[config.mk]
export PLATFORM = sky130hd
export DESIGN_NAME = eep_arb
export DESIGN_NICKNAME = d
export VERILOG_FILES = /design/src/rtl/eep_arb.sv
export SDC_FILE = /design/constraint.sdc
export NUM_CORES = 1
export LEC_CHECK = 0
export CAP_MARGIN = 20
export CORE_UTILIZATION = 70
export CTS_BUF_LIST = sky130_fd_sc_hd__clkbuf_8
export DETAILED_ROUTE_END_ITERATION = 16
export DONT_BUFFER_PORTS = 1
export PLACE_DENSITY = 0.95
export SLEW_MARGIN = 20
export SYNTH_ARGS = -nofsm -noshare
export SYNTH_HDL_FRONTEND = slang
export SYNTH_SLANG_ARGS = --single-unit
[constraint.sdc]
create_clock -name clk -period 4 [get_ports clk]
set_clock_uncertainty 0.2 [all_clocks]
set_input_delay 0 -clock clk [delete_from_list [all_inputs] [get_ports clk]]
set_output_delay 0 -clock clk [all_outputs]
set_load 0.005 [all_outputs]
[src/rtl/eep_arb.sv]
// Two-requester round-robin EEPROM access arbiter with write charge-pump sequencing.
// All EEPROM-side and handshake outputs come straight from flops.
module eep_arb #(
  parameter int unsigned PMP_CYCLES = 1024
) (
  input  logic        clk,
  input  logic        rst,
  input  logic        a_req,
  input  logic        a_wr,
  input  logic [1:0]  a_addr,
  input  logic [13:0] a_wdata,
  output logic        a_gnt,
  output logic        a_done,
  input  logic        b_req,
  input  logic        b_wr,
  input  logic [1:0]  b_addr,
  input  logic [13:0] b_wdata,
  output logic        b_gnt,
  output logic        b_done,
  output logic [13:0] rd_data,
  input  logic [13:0] eep_rd_data,
  output logic        eep_cs_n,
  output logic        eep_r_w_n,
  output logic [1:0]  eep_addr,
  output logic [13:0] eep_wr_data,
  output logic        chrg_pmp_en,
  output logic        busy
);

  localparam int unsigned AW = 2;
  localparam int unsigned DW = 14;
  localparam int unsigned CW = 16;

  typedef enum logic [1:0] {IDLE, ACCESS, PUMP, DONE} state_e;

  state_e        state_q, state_d;
  logic          last_b_q, last_b_d;
  logic          sel_b_q, sel_b_d;
  logic          wr_q, wr_d;
  logic [CW-1:0] cnt_q, cnt_d;
  logic [DW-1:0] rd_data_q, rd_data_d;
  logic [AW-1:0] eep_addr_q, eep_addr_d;
  logic [DW-1:0] eep_wr_data_q, eep_wr_data_d;
  logic          eep_cs_n_q, eep_cs_n_d;
  logic          eep_r_w_n_q, eep_r_w_n_d;
  logic          pmp_q, pmp_d;
  logic          busy_q, busy_d;
  logic          a_gnt_q, a_gnt_d;
  logic          b_gnt_q, b_gnt_d;
  logic          a_done_q, a_done_d;
  logic          b_done_q, b_done_d;
  logic          pick_b;

  // Next-state and registered-output computation.
  always_comb begin
    state_d       = state_q;
    last_b_d      = last_b_q;
    sel_b_d       = sel_b_q;
    wr_d          = wr_q;
    cnt_d         = cnt_q;
    rd_data_d     = rd_data_q;
    eep_addr_d    = eep_addr_q;
    eep_wr_data_d = eep_wr_data_q;
    eep_cs_n_d    = 1'b1;
    eep_r_w_n_d   = 1'b1;
    pmp_d         = pmp_q;
    a_gnt_d       = 1'b0;
    b_gnt_d       = 1'b0;
    a_done_d      = 1'b0;
    b_done_d      = 1'b0;
    pick_b        = 1'b0;

    case (state_q)
      IDLE: begin
        if (a_req || b_req) begin
          // On a conflict the side not granted last wins.
          pick_b        = b_req && (!a_req || !last_b_q);
          state_d       = ACCESS;
          sel_b_d       = pick_b;
          last_b_d      = pick_b;
          wr_d          = pick_b ? b_wr : a_wr;
          eep_addr_d    = pick_b ? b_addr : a_addr;
          eep_wr_data_d = pick_b ? b_wdata : a_wdata;
          eep_cs_n_d    = 1'b0;
          eep_r_w_n_d   = pick_b ? ~b_wr : ~a_wr;
          a_gnt_d       = !pick_b;
          b_gnt_d       = pick_b;
        end
      end
      ACCESS: begin
        if (wr_q) begin
          state_d = PUMP;
          pmp_d   = 1'b1;
          cnt_d   = CW'(PMP_CYCLES);
        end else begin
          state_d   = DONE;
          rd_data_d = eep_rd_data;
          a_done_d  = !sel_b_q;
          b_done_d  = sel_b_q;
        end
      end
      PUMP: begin
        if (cnt_q <= CW'(1)) begin
          state_d  = DONE;
          pmp_d    = 1'b0;
          a_done_d = !sel_b_q;
          b_done_d = sel_b_q;
        end else begin
          cnt_d = cnt_q - CW'(1);
        end
      end
      DONE: begin
        state_d = IDLE;
      end
      default: begin
        state_d = IDLE;
        pmp_d   = 1'b0;
      end
    endcase

    busy_d = (state_d != IDLE);
  end

  always_ff @(posedge clk or posedge rst) begin
    if (rst) begin
      state_q       <= IDLE;
      last_b_q      <= 1'b1;
      sel_b_q       <= 1'b0;
      wr_q          <= 1'b0;
      cnt_q         <= '0;
      rd_data_q     <= '0;
      eep_addr_q    <= '0;
      eep_wr_data_q <= '0;
      eep_cs_n_q    <= 1'b1;
      eep_r_w_n_q   <= 1'b1;
      pmp_q         <= 1'b0;
      busy_q        <= 1'b0;
      a_gnt_q       <= 1'b0;
      b_gnt_q       <= 1'b0;
      a_done_q      <= 1'b0;
      b_done_q      <= 1'b0;
    end else begin
      state_q       <= state_d;
      last_b_q      <= last_b_d;
      sel_b_q       <= sel_b_d;
      wr_q          <= wr_d;
      cnt_q         <= cnt_d;
      rd_data_q     <= rd_data_d;
      eep_addr_q    <= eep_addr_d;
      eep_wr_data_q <= eep_wr_data_d;
      eep_cs_n_q    <= eep_cs_n_d;
      eep_r_w_n_q   <= eep_r_w_n_d;
      pmp_q         <= pmp_d;
      busy_q        <= busy_d;
      a_gnt_q       <= a_gnt_d;
      b_gnt_q       <= b_gnt_d;
      a_done_q      <= a_done_d;
      b_done_q      <= b_done_d;
    end
  end

  assign a_gnt       = a_gnt_q;
  assign b_gnt       = b_gnt_q;
  assign a_done      = a_done_q;
  assign b_done      = b_done_q;
  assign rd_data     = rd_data_q;
  assign eep_cs_n    = eep_cs_n_q;
  assign eep_r_w_n   = eep_r_w_n_q;
  assign eep_addr    = eep_addr_q;
  assign eep_wr_data = eep_wr_data_q;
  assign chrg_pmp_en = pmp_q;
  assign busy        = busy_q;

endmodule

* After elaboration in Yosys (flattened, before gate mapping) *
Cells that the tools add are included.

storage, ports and cells
  memory bits (read-only) = 0
  register bits after elaboration = 59
  input bits = 52
  memories = 0
  bits in latches = 0
  memory bits (writable) = 0
  word-level logic and storage cells = 69
  output and inout port bits = 38

operators by class
  div/mod/pow operators = 0
  multiplexer cells = 28
  add/sub/neg operators = 1
  magnitude comparators = 1
  reduce and logical (&&, ||, !) cells = 14
  shifts and indexed selects = 0
  multipliers = 0
  bitwise logic cells = 3
  equality and inequality tests = 6

operators with widths
  operator                 number
  $mux W16                 2
  $pmux W16 S2             1
  $mux W1                  17
  $le A16 B1 Y1 const B    1
  $sub A16 B1 Y16 const B  1
  $mux W14                 1
  $pmux W2 S4              1
  $mux W2                  3
  $ne A2 B2 Y1 const B     3
  $pmux W1 S2              3
  $reduce_and A3 Y1        2
  $eq A2 B2 Y1 const B     2
  $logic_not A1 Y1         4
  $reduce_and A2 Y1        2
  $reduce_bool A2 Y1       2
  $not A1 Y1               3
  $eq A2 B1 Y1 const B     1
  $logic_not A2 Y1         1
  $logic_or A1 B1 Y1       2
  $logic_and A1 B1 Y1      1

* Longest topological paths before layout *
Gate-level depths: netlist (run 1).

  word-level depth = 6
  depth in mapped cells = 7
  mapped depth without buffers = 6

* Worst setup path before layout (run 1) *
Ideal clock, no wire load.

  path type = register to register
  start = register cnt_q[10]
  end = register cnt_q[4]
  setup slack = 1.802 ns
  data required time = 3.666 ns
  setup time = 0.134 ns
  arrival = 1.864 ns
  period minus slack after synthesis = 2.198 ns
  path buffers = 0
  cell stages (with the launch flop) = 5
  path through = dfrtp_1 > or4_4 > or4_4 > o21ai_4 > o32ai_1

between the ends
  word-level cells in the longest chain between the ends = 3

ends and longest elaborated chain
  element                             line  source
  from (decl)                         40    logic [CW-1:0] cnt_q, cnt_d;
  from (signal assigned)              147   cnt_q <= cnt_d;
  $le A16 B1 Y1                       103   if (cnt_q <= CW'(1)) begin
  $ne A2 B2 Y1 (no source line)       --
  $reduce_and A3 Y1 (no source line)  --

Every way passes these cells.
A chain may end at the register's enable or synchronous reset.

* Final worst setup path (run 1) *
  start = register state_q[0]
  end = register a_done_q, in the netlist a_done

between the ends
  word-level cells in the longest chain between the ends = 2
  elaborated cells between the ends (all ways) = 3
  those cells by class = eq/ne (2); mux (1)

ends and longest elaborated chain
  element                                              line  source
  from (decl)                                          36    state_e state_q, state_d;
  from (signal assigned)                               143   state_q <= state_d;
  $eq A2 B2 Y1 / $eq A2 B1 Y1 (equally long branches)  73    case (state_q)
  $pmux W1 S2 (*)                                      73
  net a_done_d                                         50    logic a_done_q, a_done_d;
  to (signal assigned)                                 157   a_done_q <= a_done_d;
  to (decl)                                            50

Mark *: on every way through the listed nets, which the timed path passes. The rest lies on a longest branch.

==> results.toml, run 1 <==
[global_routing]
grt_overflow = 0
antenna_found_initial = 0
grt_pass1_wl_mm = 15.2
first_global_vias = 2775
grt_max_degree = 46
grt_use_total_pct = 52.8

[clock_tree]
cts.sinks = 59
numCtsBuffers = 9
insertion_delay_ps = 360
clock_path_buffers = 2
cts_max_level = 3
path_clk_slew_ps = 80
clock-root-buffer = "clkbuf_8"
cts_tree = "yes"

[detailed_routing]
routed_wl_mm = 10.8
route.detailed.drc = 0
drt_pass1_iterations = 6
vias = 2698
wire_per_inst_um = 30.7
first_iter_violations = 448
via_per_inst = 7.66
antenna_left = 0

[setup_path]
max_stage_delay_ps = 820
required_ps = 4030
path_class = "flip-flop to flip-flop"
start_kind = "flip-flop"
cp.arrival_ps = 3100
cp-end-kind = "flip-flop"
slowest_stage = "nor4_4"
worstPathCellList = "inv_1, ha_1, or2b_2, nor4_4, a21oi_1, nor3b_1"
path_max_fanout = 16

[power_and_ir_drop]
peakVddDrop_mv = 0.404
leakage_nw = 1.55
power_density_nw_per_um2 = 848

[place]
place_area_um2 = 2770
gp_congestion = 0.900
io_buffers = 0
pre_cts_slack_ps = 1480
dp_hpwl_mm = 3.83

[yosys]
ys_async_sr_fraction_pct = 100
synth_area_per_cell_um2 = 11.2
ys_seq_area_share_pct = 53.9
synth_edf_count = 0
yosysUniqueCellTypes = 47
synth_fp_nets = 301
ys.flop_type = "dfrtp_1"
syn_area_um2 = 2740
synth_seq_cells = 59
synth_cells = 244
yosysWarnings = 0

[worst_hold_path]
min_path_type = "primary input to async pin"

[flow_run]
max_cap_violations = 0

[floorplanning]
fp-row-count = 22
dieArea_um2 = 4170
core_area_um2 = 3720
io_pins = 90
die_y_um = 64.6
die_w_um = 64.6
initial_utilization_pct = 73.8

[final_layout]
drive_gt1_share_pct = 16.1
final_core_util_pct = 94.8
design_area_um2 = 3520
n_fill_cell = 89
nets = 356
n_antenna_cell = 0
area_growth_pct = 28.5

[status]
outcome = "finished, final reports clean"

[timing]
hold_viol = 0
rsz0062_at_grt = "no"
worst_slack_ps = 935
finalSetupViolations = 0
fmax_mhz = 326
fin_crit_sh_pct = 76.6
slew_headroom_pct = 20.7
tns_ps = 0
tightest_slew_ps = 1180
fin_crit_ps = 3060
drv_slew = 0
holdWs_ps = 79.9
[critical path: cells and delay by family, from the launching register on]
family | cells | cell delay, ps
simple gates | 3 | 1570
flops | 1 | 420
fa+ha+maj | 1 | 330
compound gates | 1 | 310
buf+inv | 1 | 110
[stage by stage]
step	total power, mW	instances
after floorplan	1.77	244
after global placement	1.91	283
after detailed placement	1.97	283
after CTS	2.63	351
after global routing	3.02	352
final	2.99	352
[area by class of cell]
cell class              count  area, µm²  area share [%]
clock buffers               9        124            3.51
inverters                   7       26.3           0.745
flip-flops and latches     59       1480            42.0
repair buffers             55        546            15.5
well taps                  48       60.1            1.70
multi-input cells         167       1200            34.2
clock inverters             7       83.8            2.38
[cell usage after synthesis, types with 3 or more instances]
master    count  area [µm²]
dfrtp_1      56        1400
nand2_1      28         105
o21ai_0      25         125
mux2i_1      21         210
mux2_2       15         169
a21oi_1       8        40.0
inv_1         7        26.3
nor2_1        7        26.3
clkbuf_1      6        22.5
nand3_1       6        30.0
ha_1          5        62.6
o22ai_1       4        25.0
dfstp_2       3        78.8
nor4_1        3        18.8
or4_1         3        22.5
[final timing paths]
| check | start | to | slack [ps] | cells after the start |
|---|---|---|---|---|
| min in group clk | eep_rd_data[5] | rd_data[5]$_DFFE_PP0P_ | 120 | 2 |
| hold reg to reg | sel_b_q$_DFFE_PP0P_ | a_done$_DFF_PP0_ | 310 | 1 |
| max in group asynchronous | rst | rd_data[12]$_DFFE_PP0P_ | 2610 | 3 |
| setup / recovery | state_q[0]$_DFF_PP0_ | a_done$_DFF_PP0_ | 940 | 6 |
| hold / removal | rst | eep_wr_data[9]$_DFFE_PP0P_ | 80 | 3 |
| setup reg to reg | state_q[0]$_DFF_PP0_ | a_done$_DFF_PP0_ | 940 | 6 |
[state kept, by name, indices dropped and copies added, names as in the netlist]
| signal | cells |
|---|---|
| cnt_q | 16 |
| eep_wr_data | 14 |
| rd_data | 14 |
| eep_addr | 2 |
| state_q | 2 |
| a_done | 1 |
| a_gnt | 1 |
| b_done | 1 |
| b_gnt | 1 |
| busy | 1 |
| chrg_pmp_en | 1 |
| eep_cs_n | 1 |
| eep_r_w_n | 1 |
| last_b_q | 1 |
| sel_b_q | 1 |
| wr_q | 1 |
[cell usage in the layout, fill, tap and decap left out, types with 2 or more instances in the layout]
| master | instances |
|---|---|
| dfrtp_1 | 56 |
| dlygate4sd3_1 | 53 |
| nand2_1 | 28 |
| o21ai_0 | 24 |
| mux2i_1 | 21 |
| mux2_2 | 15 |
| clkbuf_8 | 9 |
| a21oi_1 | 8 |
| nor2_1 | 7 |
| inv_1 | 7 |
| nand3_1 | 6 |
| ha_1 | 5 |
| o22ai_1 | 4 |
| clkinv_2 | 4 |
| nor4_1 | 3 |
| or4_1 | 3 |
| dfstp_2 | 3 |
| or4_4 | 2 |
| o21ai_4 | 2 |
| a31oi_1 | 2 |
| o41ai_1 | 2 |
| nor3b_1 | 2 |
| nand4_1 | 2 |
| or3_2 | 2 |
| and3_1 | 2 |
| nand2b_1 | 2 |
| and2_1 | 2 |
| a21o_1 | 2 |
| o31ai_1 | 2 |
| or4_2 | 2 |
| a211oi_1 | 2 |
| o32ai_1 | 2 |
| bufinv_16 | 2 |
| buf_4 | 2 |
[metal layers]
layer  vias to the layer above  global-route usage, %  share of wire, %
li1                        996                      -                 -
met1                      1268                   63.1                33
met2                       321                   78.0                44
met3                       113                   19.2                15
met4                         0                   38.6               8.9
met5                         -                   4.17                 0
[power by group]
group | internal (mW) | switching [mW]
combinational | 0.426 | 0.738
clock | 0.345 | 0.286
sequential | 0.874 | 0.320
[timing repair]
item                                   4_1_cts  5_1_grt
buffers inserted                             0        0
resized for setup                            0        0
hold buffers                                52        1
endpoints found under the hold margin       90       11
[kinds of logic (layout without fill, tap and decap cells)]
logic type               Yosys count  after routing  synth area share (%)
AND/OR/NAND/NOR                   71             71                  14.6
AO/OA/AOI/OAI                     55             55                  12.4
flip-flops                        59             59                  53.9
adder cells (fa/ha/maj)            5              5                  2.28
buffers and inverters             18             78                  2.96
multiplexers                      36             36                  13.8
(Power assumes the default switching activity.)
==> inputs of run 2 (changes only) <==
Settings changed: CORE_UTILIZATION 70 to 59, PLACE_DENSITY 0.95 to 0.88.
Clock period 4 ns to 2.7 ns, I/O delays scaled along.
==> run 2 against run 1 <==
Final area increased by 3.2%. Critical path depth unchanged. Die area increased by 18%. Largest power group unchanged. Fmax increased by 16%. Critical path type unchanged.
==> results.toml, run 2 (synthesis gave the netlist of run 1 again) <==
[flow_run]
max_cap_violations = 0

[global_routing]
grt_overflow = 0
grt_max_degree = 38
grt_use_total_pct = 42.0
grt_pass1_wl_mm = 14.9
first_global_vias = 2625
antenna_found_initial = 0

[final_layout]
fin_cells = 369
top_register = "cnt_q"
design_area_um2 = 3640
drive_gt1_share_pct = 17.4
area_growth_pct = 32.5
n_antenna_cell = 0
final_common_cell = "dlygate4sd3_1"
final_core_util_pct = 82.4
largest_reg_flops = 16
n_fill_cell = 177
nets = 369
most-common-layout-cells = "58 x dlygate4sd3_1, 56 x dfrtp_1, 28 x nand2_1"

[detailed_routing]
route.detailed.drc = 0
vias = 2567
first_iter_violations = 505
drt_pass1_iterations = 6
wire_per_inst_um = 26.0
routed_wl_mm = 9.59
antenna_left = 0
via_per_inst = 6.96

[floorplanning]
die_y_um = 70.2
io_pins = 90
dieArea_um2 = 4930
initial_utilization_pct = 62.2
die_w_um = 70.2
fp-row-count = 24
core_area_um2 = 4410

[clock_tree]
clock_path_buffers = 2
cts.sinks = 59
cts_max_level = 3
insertion_delay_ps = 360
numCtsBuffers = 9
clock-root-buffer = "clkbuf_8"
path_clk_slew_ps = 80
cts_tree = "yes"

[power_and_ir_drop]
leakage_nw = 1.61
peakVddDrop_mv = 0.664
power_density_nw_per_um2 = 1200
finalPower_mw = 4.37

[setup_path]
required_ps = 2770
path_max_fanout = 5
cp.arrival_ps = 2710
cp-end-kind = "flip-flop"
start_kind = "flip-flop"
path_class = "flip-flop to flip-flop"

[worst_hold_path]
min_path_type = "primary input to async pin"

[timing]
drv_slew = 0
fmax_mhz = 379
slew_headroom_pct = 51.7
tns_ps = 0
holdWs_ps = 59.1
tightest_slew_ps = 725
fin_crit_sh_pct = 97.8
hold_viol = 0
finalSetupViolations = 0
worst_slack_ps = 58.1
fin_crit_ps = 2640

[status]
outcome = "finished, final reports clean"

[place]
place_area_um2 = 2810
gp_congestion = 0.895
pre_cts_slack_ps = 338
dp.cells = 292
dp_hpwl_mm = 4.00
io_buffers = 0
## run 2: final timing paths
path                                            from                         end  slack (ps)  depth (start not counted)
worst min register to register   sel_b_q$_DFFE_PP0P_            a_done$_DFF_PP0_         300                          1
worst max-delay path            cnt_q[1]$_DFFE_PP0P_       cnt_q[14]$_DFFE_PP0P_          60                          6
worst max register to register  cnt_q[1]$_DFFE_PP0P_       cnt_q[14]$_DFFE_PP0P_          60                          6
min in group clk                      eep_rd_data[4]      rd_data[4]$_DFFE_PP0P_         130                          2
max in group asynchronous                        rst        cnt_q[2]$_DFFE_PP0P_        1880                          3
worst min-delay path                             rst  eep_wr_data[8]$_DFFE_PP0P_          60                          3
## run 2: area by class of cell
class                           count  area, µm²  area share, %
Timing Repair Buffer               68        666           18.3
Clock buffer                        9        124           3.41
Clock inverter                      7       85.1           2.34
Multi-Input combinational cell    167       1190           32.7
Inverter                            7       26.3          0.723
Tap cell                           52       65.1           1.79
Sequential cell                    59       1480           40.7
## run 2: routing by layer
| metal | vias to the layer above | track usage, % | wire (µm) |
|---|---|---|---|
| li1 | 1017 | - | - |
| met2 | 247 | 60.1 | 4300 |
| met3 | 56 | 15.6 | 1170 |
| met4 | 0 | 25.3 | 533 |
| met1 | 1247 | 54.3 | 3580 |
| met5 | - | 0 | 0 |
## run 2: power breakdown
group	switching (mW)	total, mW	internal [mW]	leakage, nW
clock	0.382	0.892	0.510	0.112
combinational	1.01	1.74	0.728	0.773
sequential	0.444	1.74	1.29	0.723
total	1.84	4.37	2.53	1.61
## run 2: repair_timing
action / CTS / global route
endpoints found under the hold margin: 95 / 1
setup endpoints to repair: 0 / 5
hold buffers: 59 / 1
buffers inserted: 0 / 1
resized for setup: 0 / 3
## run 2: critical path, cell delays in order, from the launching register on
cell and delay (ps):
dfrtp_1 440, inv_1 150, ha_1 270, nor3b_1 370, nand4_1 310, or4_2 630, a21oi_1 200
==> inputs of run 3 (changes only) <==
--- a/config.mk
+++ b/config.mk
@@ -8,3 +8,3 @@
 export CAP_MARGIN = 20
-export CORE_UTILIZATION = 59
+export CORE_UTILIZATION = 45
 export CTS_BUF_LIST = sky130_fd_sc_hd__clkbuf_8
@@ -12,3 +12,3 @@
 export DONT_BUFFER_PORTS = 1
-export PLACE_DENSITY = 0.88
+export PLACE_DENSITY = 0.72
 export SLEW_MARGIN = 20
--- a/constraint.sdc
+++ b/constraint.sdc
@@ -4,2 +4,2 @@
 set_output_delay 0 -clock clk [all_outputs]
-set_load 0.005 [all_outputs]
+set_load 0.02 [all_outputs]
==> run 3 against run 2 <==
The run now ends with DRC left. Highest routed layer unchanged. Final area is 3.6% higher. Critical endpoint is now eep_addr[0]$_DFFE_PP0P_. Critical path type unchanged. Combinational power is 4% lower. Wire length is 20% lower. Largest power group unchanged. Worst hold slack better by 42 ps. Die area is 30% higher.
==> results.toml, run 3 (synthesis gave the netlist of run 1 again) <==
[final_layout]
final_common_cell = "dlygate4sd3_1"
area_growth_pct = 37.3
n_fill_cell = 413
top_register = "cnt_q"
most-common-layout-cells = "61 x dlygate4sd3_1, 56 x dfrtp_1, 28 x nand2_1"
largest_reg_flops = 16
drive_gt1_share_pct = 18.8
fin_cells = 400
n_antenna_cell = 0
design_area_um2 = 3770
nets = 377

[power_and_ir_drop]
peakVddDrop_mv = 0.705
finalPower_mw = 4.63
leakage_nw = 1.66
power_density_nw_per_um2 = 1230

[setup_path]
cp.arrival_ps = 2620
crit_family = "buffers and inverters"
cp-end-kind = "flip-flop"
slowest_stage = "dlygate4sd3_1"
path_class = "flip-flop to flip-flop"
cp.buffers_inverters = 3
path_max_fanout = 14
max_stage_delay_ps = 630
start_kind = "flip-flop"
ff2ff_setup_slack_ps = 100
worstPathCellList = "a21boi_2, buf_12, mux2i_1, dlygate4sd3_1, o21ai_0, dlygate4sd3_1"
required_ps = 2720
path_common_cell = "dlygate4sd3_1"

[timing]
slew_headroom_pct = 52.9
worst_slack_ps = 96.9
drv_slew = 0
fin_crit_sh_pct = 96.4
tns_ps = 0
tightest_slew_ps = 707
fin_crit_ps = 2600
fmax_mhz = 384
finalSetupViolations = 0
hold_viol = 0
rsz0062_at_grt = "no"

[status]
violations = "DRC"
outcome = "complete, but fails checks"

[floorplanning]
fp-row-count = 28
initial_utilization_pct = 46.6
io_pins = 90
die_w_um = 80.1
core_area_um2 = 5890
die_y_um = 80.1
dieArea_um2 = 6410

[global_routing]
grt_pass1_wl_mm = 11.5
gr-usage-met2_pct = 40.0
grt_overflow = 0
grt_use_total_pct = 24.6
grt_max_degree = 48
use_met1_pct = 28.1
first_global_vias = 2339
antenna_found_initial = 0
busiest_layer = "met2"
use_met3_pct = 10.0

[place]
place_area_um2 = 2870
dp_hpwl_mm = 3.71
dp.cells = 318
io_buffers = 0
pre_cts_slack_ps = 338
gp_congestion = 0.890

[detailed_routing]
via_per_inst = 5.69
routed_wl_mm = 7.64
antenna_left = 0
drt_pass1_iterations = 10
first_iter_violations = 157
route.detailed.drc = 1
wire_per_inst_um = 19.1
vias = 2277

[clock_tree]
clock-root-buffer = "clkbuf_8"
clock_path_buffers = 2
cts_tree = "yes"
cts.sinks = 59
path_clk_slew_ps = 70
cts_max_level = 3
numCtsBuffers = 9
insertion_delay_ps = 340

[worst_hold_path]
min_path_type = "primary input to async pin"

[flow_run]
max_cap_violations = 0
==> run 3: what timing repair did <==
action | CTS | global route
hold endpoints to repair | 95 | 0
hold buffers | 62 | 0
setup endpoints to repair | 0 | 3
buffers inserted | 0 | 5
gates resized for setup | 0 | 3
==> run 3: routing by layer <==
layer | wire [µm] | up-vias | share of wire [%]
li1 | - | 1042 | -
met1 | 3000 | 1112 | 39
met2 | 3890 | 111 | 51
met3 | 631 | 12 | 8.3
met4 | 119 | 0 | 1.6
met5 | 0 | - | 0
==> run 3: cell type report <==
class                   count  area (µm²)  share of cell area, %
repair buffers             76         736                   19.5
clock inverters             6         105                   2.79
inverters                   7        26.3                  0.697
flip-flops and latches     59        1480                   39.3
well taps                  75        93.8                   2.49
multi-input cells         167        1190                   31.6
clock buffers              10         138                   3.65
==> run 3: path summary, 6_finish.rpt <==
kind,startpoint,end,cells past startpoint
worst max-delay path,last_b_q$_DFFE_PP1P_,eep_addr[0]$_DFFE_PP0P_,6
worst min-delay path,rst,rd_data[9]$_DFFE_PP0P_,3
worst max register to register,last_b_q$_DFFE_PP1P_,eep_addr[0]$_DFFE_PP0P_,6
worst min register to register,sel_b_q$_DFFE_PP0P_,a_done$_DFF_PP0_,1
max in group asynchronous,rst,rd_data[11]$_DFFE_PP0P_,3
min in group clk,eep_rd_data[5],rd_data[5]$_DFFE_PP0P_,2
==> run 3: stage by stage <==
step | hold slack (ps) | util [%]
global placement | -369 | 48.7
CTS | 116 | 63.4
floorplan | -48.4 | -
detailed placement | -367 | 48.7
finish | 101 | 64.0
global route | 141 | 64.0
==> run 3: worst register-to-register path: stages, from the launching register on <==
cell           delay, ps
dfstp_2              370
a21boi_2             180
buf_12               180
mux2i_1              230
dlygate4sd3_1        600
o21ai_0              110
dlygate4sd3_1        630
==> run 3: power by group <==
group	switching, mW	total (mW)	internal (mW)
clock network	0.350	0.982	0.632
registers	0.679	1.97	1.29
logic	0.879	1.67	0.795
